### src/rtl/jtdsp16_prog_pkg.sv
`default_nettype none
// +----------------------------------------------------------------------+
// | jtdsp16_prog_pkg                                                     |
// | Shared FSM encoding and constants for the DSP16 program loader.      |
// | Rev 1.0 - initial release                                            |
// +----------------------------------------------------------------------+
package jtdsp16_prog_pkg;

  typedef enum logic [2:0] {
    ST_IDLE  = 3'd0,
    ST_LOAD  = 3'd1,
    ST_CKSUM = 3'd2,
    ST_HOLD  = 3'd3,
    ST_DONE  = 3'd4,
    ST_ERR   = 3'd5
  } state_e;

  // Trailer length following the image when the checksum option is built in
  localparam int CKSUM_BYTES = 2;

  function automatic logic is_busy(input state_e s);
    return (s == ST_LOAD) || (s == ST_CKSUM) || (s == ST_HOLD);
  endfunction

endpackage
`default_nettype wire

### src/rtl/jtdsp16_prog_cksum.sv
`default_nettype none
// +----------------------------------------------------------------------+
// | jtdsp16_prog_cksum                                                   |
// | 16-bit modulo sum of image bytes and comparison with a two-byte,     |
// | LSB-first trailer. Only built when JTDSP16_PROG_CKSUM_EN is defined. |
// | Rev 1.0 - initial release                                            |
// +----------------------------------------------------------------------+
`ifdef JTDSP16_PROG_CKSUM_EN
module jtdsp16_prog_cksum (
  input  logic       clk,
  input  logic       rst,
  input  logic       clr_i,
  input  logic       add_i,
  input  logic       lsb_i,
  input  logic [7:0] data_i,
  output logic       match_o
);

  logic [15:0] sum_q;
  logic [7:0]  lsb_q;

  // Accumulate image bytes and capture the trailer low byte
  always_ff @(posedge clk or posedge rst) begin
    if (rst) begin
      sum_q <= '0;
      lsb_q <= '0;
    end else if (clr_i) begin
      sum_q <= '0;
      lsb_q <= '0;
    end else begin
      if (add_i) sum_q <= sum_q + {8'h00, data_i};
      if (lsb_i) lsb_q <= data_i;
    end
  end

  // Valid while the trailer high byte is on data_i
  assign match_o = ({data_i, lsb_q} == sum_q);

endmodule
`endif
`default_nettype wire

### src/rtl/jtdsp16_prog.sv
`default_nettype none
// +----------------------------------------------------------------------+
// | jtdsp16_prog                                                         |
// | Streams a byte-wide download into the DSP16 program ROM and holds    |
// | the DSP in reset until the image is complete.                        |
// | Optional trailer checksum: define JTDSP16_PROG_CKSUM_EN.             |
// | Rev 1.0 - initial release                                            |
// +----------------------------------------------------------------------+
module jtdsp16_prog
  import jtdsp16_prog_pkg::*;
#(
  parameter int AW       = 13,
  parameter int RST_HOLD = 4,
  parameter int AUTORUN  = 0
) (
  input  logic          clk,
  input  logic          rst,
  input  logic          dl_start,
  input  logic [7:0]    dl_data,
  input  logic          dl_valid,
  output logic          dl_ready,
  output logic [AW-1:0] prog_addr,
  output logic [7:0]    prog_data,
  output logic          prog_we,
  output logic          dsp_rst,
  output logic          busy,
  output logic          done,
  output logic          err
);

  // Hold counter must reach RST_HOLD and also be preloadable with 1
  localparam int          HW       = $clog2(RST_HOLD + 2);
  localparam logic [AW:0] LAST_IDX = {1'b0, {AW{1'b1}}};

  state_e          state_q, state_d;
  logic [AW:0]     cnt_q, cnt_d;
  logic [HW-1:0]   hcnt_q, hcnt_d;
  logic            we_q;
  logic [AW-1:0]   addr_q;
  logic [7:0]      data_q;
  logic            w_accept;
  logic            w_img_acc;

  assign dl_ready  = ((state_q == ST_LOAD) || (state_q == ST_CKSUM)) && !dl_start;
  assign w_accept  = dl_valid && dl_ready;
  assign w_img_acc = w_accept && (state_q == ST_LOAD);

`ifdef JTDSP16_PROG_CKSUM_EN
  localparam logic [AW-1:0] TR_LAST = AW'(CKSUM_BYTES - 1);

  logic w_tr_acc;
  logic w_ck_match;

  assign w_tr_acc = w_accept && (state_q == ST_CKSUM);

  jtdsp16_prog_cksum u_cksum (
    .clk     (clk),
    .rst     (rst),
    .clr_i   (dl_start),
    .add_i   (w_img_acc),
    .lsb_i   (w_tr_acc && (cnt_q[AW-1:0] == '0)),
    .data_i  (dl_data),
    .match_o (w_ck_match)
  );

  assign err = (state_q == ST_ERR);
`else
  assign err = 1'b0;
`endif

  // State, byte counter and hold counter registers
  always_ff @(posedge clk or posedge rst) begin
    if (rst) begin
      state_q <= ST_IDLE;
      cnt_q   <= '0;
      hcnt_q  <= '0;
    end else begin
      state_q <= state_d;
      cnt_q   <= cnt_d;
      hcnt_q  <= hcnt_d;
    end
  end

  // Next-state logic; dl_start overrides everything else
  always_comb begin
    state_d = state_q;
    cnt_d   = cnt_q;
    hcnt_d  = hcnt_q;
    if (dl_start) begin
      state_d = ST_LOAD;
      cnt_d   = '0;
      hcnt_d  = '0;
    end else begin
      case (state_q)
        ST_LOAD: begin
          if (w_accept) begin
            cnt_d = cnt_q + 1'b1;
            if (cnt_q == LAST_IDX) begin
`ifdef JTDSP16_PROG_CKSUM_EN
              state_d = ST_CKSUM;
`else
              // The first HOLD cycle carries the final prog_we, so start at 0
              state_d = ST_HOLD;
              hcnt_d  = '0;
`endif
            end
          end
        end
`ifdef JTDSP16_PROG_CKSUM_EN
        ST_CKSUM: begin
          if (w_accept) begin
            cnt_d = cnt_q + 1'b1;
            if (cnt_q[AW-1:0] == TR_LAST) begin
              // The final prog_we is already behind us, so every HOLD cycle counts
              state_d = w_ck_match ? ST_HOLD : ST_ERR;
              hcnt_d  = HW'(1);
            end
          end
        end
`endif
        ST_HOLD: begin
          if (hcnt_q >= HW'(RST_HOLD)) state_d = ST_DONE;
          else                         hcnt_d  = hcnt_q + 1'b1;
        end
        default: ;
      endcase
    end
  end

  // Registered ROM write port: one strobe per accepted image byte
  always_ff @(posedge clk or posedge rst) begin
    if (rst) begin
      we_q   <= 1'b0;
      addr_q <= '0;
      data_q <= '0;
    end else begin
      we_q <= w_img_acc;
      if (w_img_acc) begin
        addr_q <= cnt_q[AW-1:0];
        data_q <= dl_data;
      end
    end
  end

  assign prog_we   = we_q;
  assign prog_addr = addr_q;
  assign prog_data = data_q;
  assign busy      = is_busy(state_q);
  assign done      = (state_q == ST_DONE);
  assign dsp_rst   = !((state_q == ST_DONE) || ((AUTORUN != 0) && (state_q == ST_IDLE)));

endmodule
`default_nettype wire

### config.mk
export PLATFORM = sky130hd
export DESIGN_NAME = jtdsp16_prog
export DESIGN_NICKNAME = d
export VERILOG_FILES = /design/src/rtl/jtdsp16_prog_pkg.sv /design/src/rtl/jtdsp16_prog_cksum.sv /design/src/rtl/jtdsp16_prog.sv
export SDC_FILE = /design/constraint.sdc
export NUM_CORES = 1
export LEC_CHECK = 0
export CORE_MARGIN = 4
export CORE_UTILIZATION = 50
export CTS_CLUSTER_DIAMETER = 120
export CTS_CLUSTER_SIZE = 40
export DETAILED_ROUTE_END_ITERATION = 10
export HOLD_SLACK_MARGIN = 0.02
export PLACE_DENSITY = 0.8
export SLEW_MARGIN = 20
export SYNTH_ARGS = -nofsm -noshare
export SYNTH_HDL_FRONTEND = slang
export SYNTH_SLANG_ARGS = --single-unit
### constraint.sdc
create_clock -name clk -period 2.28 [get_ports clk]
set_clock_uncertainty 0.1 [all_clocks]
set_input_delay 0.456 -clock clk [delete_from_list [all_inputs] [get_ports clk]]
set_output_delay 0.456 -clock clk [all_outputs]
set_load 0.03 [all_outputs]
==> impl_metrics.toml <==
[worst_setup_path]
crit_path_start_kind = "flip-flop"
r2r_start = "cnt_q[2]"
endpoint_kind = "output pin"
crit_arrival_ns = 1.64
path_class = "flip-flop to output pin"
critPathRequiredTime_ns = 1.72
cp_max_fo = 7
regToRegSetupSlack_ns = 0.26
worst_r2r_endpoint = "hcnt_q[0]"
r2r_cells = 4

[placed_design]
dpl.hpwl_microns = 2940
port_buffers = 37
globalplace.congestion = 0.816
post-place-ws_ns = -0.154

[floorplanning]
dieWidth_microns = 69.7
ios = 39
num_rows = 22
dieArea_sq_um = 4860
core_sq_um = 3660
initial_core_util_pct = 52.1
fp.dieH_microns = 69.7

[detailed_routing]
drc = 0
post_drt_wl_per_cell_microns = 15.3
dr.pass1.iters = 4
viasPerCell = 5.46
finalWirelength_microns = 4010
drtAntennaViolNets = 0
vias = 1426
drtIter0Drc = 72

[global_routing]
grt_pass1_vias = 1534
grt_pass1_wl_microns = 7070
antenna_found_initial = 0
grt_max_degree = 31
grt-ovfl-total = 0
grt.total_usage_pct = 18.5

[clocking]
clk_pin_slew_ns = 0.07
clock_path_buffers = 2
cts.repair.resized = 0
post_cts_buffers = 0
cts_max_level = 2
cts_tree = "built"
worstSkewPairLatency_ns = 0.29
cts-root-buf = "clkbuf_8"
clock_sinks = 42
cts_buffers = 5
cts_hold_buf = 0

[synthesis]
synthXorXnorAreaFrac_pct = 4.14
async_reset_ff_share_pct = 100
yosys_warnings = 0
synth_top_family_by_area = "simple AND/OR/NAND/NOR gates"
yosys-mux-area-fraction_pct = 13.0
ys_seq_elements = 42
synth_fp_nets = 179
syn-cell-area_sq_um = 1910
synth_edf_count = 0
synth_cells = 165
synthSimpleGateAreaFrac_pct = 17.1
postSynthAreaPerCell_sq_um = 11.5
synth_cell_types = 39
synth-compound-area-share_pct = 5.78
synthFlopType = "dfrtp_1"
yosysSeqAreaShare_pct = 55.2
synth_fa_ha_area_share_pct = 1.31

[cells_and_area]
n_antenna_cell = 0
fin_nets = 226
syn2layout_area_growth_pct = 31.5
final_cell_mix = "dfrtp_1, clkdlybuf4s50_1, mux2_2"
final_layout_size_suffix_gt1_share_pct = 20.2
fill_cells = 292
final_common_cell = "dfrtp_1"

[sta]
setup-violations-final = 0
slew_violations = 0
finalHoldViolCount = 0
tightest_slew_ns = 0.587
period_share_pct = 96.2
grt_setup_unrepaired = "false"
relSlewSlack_pct = 60.5
max_freq_mhz = 456
min_period_ns = 2.19
layout_setup_ws_ns = 0.0864

[status]
status = "completed"

[pwr]
p_clk_share_pct = 35.4
sequentialPowerShare_pct = 50.1
netSwitchingPower_mw = 0.374
swShare_pct = 23.6
power_density_nw_per_um2 = 632
power_frac_comb_pct = 14.5
total_power_mw = 1.58
power.internal_mw = 1.21
vdd_drop_max_v = 0.000371
p_leak_nw = 1.13

[flow_run]
cap_violations = 0

[min_path]
hold_class = "input pin to async pin"
[cell families after synthesis]
kind of cell	Yosys count
compound gates	17
xor+xnor	9
fa+ha+maj	2
buf+inv	13
flops	42
mux	22
other cells	1
simple gates	59
[flip-flops by register name, summed over array words and instances (netlist names)]
register / flops
cnt_q: 14
hcnt_q: 3
prog_addr: 13
prog_data: 8
prog_we: 1
state_q: 3
[worst max-delay path, stage by stage (launching register included)]
cell	delay, ns
dfrtp_1	0.38
buf_4	0.16
nor2_1	0.12
clkdlybuf4s50_1	0.68
[metal layers]
layer | up-vias | global-route usage, % | wire, microns
met5 | - | 0 | 0
met4 | 0 | 8.30 | 80
met3 | 7 | 5.65 | 215
met2 | 42 | 31.5 | 2100
met1 | 710 | 21.5 | 1610
li1 | 667 | - | -
[layout make-up]
cell class	count	area, sq um	share of cell area, %
Tap cell	48	60.1	2.40
Timing Repair Buffer	48	478	19.1
Sequential cell	42	1050	41.9
Clock inverter	1	30.0	1.20
Inverter	5	18.8	0.749
Clock buffer	7	76.3	3.05
Multi-Input combinational cell	110	792	31.6
[stage by stage]
step                      hold slack [ns]  setup TNS, ns  instance area [sq um]  cells  utilization (%)
after detailed placement            0.376          -1.71                   2400    253             65.5
after CTS                           0.398              0                   2500    261             68.4
final                               0.396              0                   2510    261             68.5
after global placement              0.372          -1.61                   2400    253             65.5
after floorplan                     0.370              0                   1910    165                -
after global routing                0.425              0                   2510    261             68.5
[worst max path at each step]
stage                     from   endpoint  cells past startpoint
floorplan             dl_start  cnt_q[12]                      5
global placement      dl_start  cnt_q[12]                      6
detailed placement    dl_start   cnt_q[4]                      7
CTS                 state_q[0]       done                      4
global route        state_q[1]       busy                      3
finish              state_q[2]       busy                      3
[power groups by stage]
stage,Clock (mW),Sequential (mW),Combinational [mW]
2_1_floorplan,0,0.859,0.0729
3_3_place_gp,0,0.804,0.229
3_5_place_dp,0,0.808,0.233
4_1_cts,0.575,0.793,0.234
5_1_grt,0.607,0.797,0.247
6_report,0.561,0.793,0.230
[synth_stat cells (all sizes together) (3+ instances only)]
cell | instances | share of area (%)
nor3 | 4 | 1.1
nor2 | 15 | 3.8
o21ai | 3 | 0.79
a21oi | 5 | 1.3
mux2 | 22 | 13
dfrtp | 42 | 55
clkbuf | 3 | 0.59
nor2b | 4 | 1.3
nand2 | 12 | 2.4
inv | 5 | 0.99
nand3 | 7 | 1.8
xor2 | 3 | 1.4
buf | 5 | 1.7
xnor2 | 6 | 2.8
No activity file was read; power rests on OpenSTA's default activity.
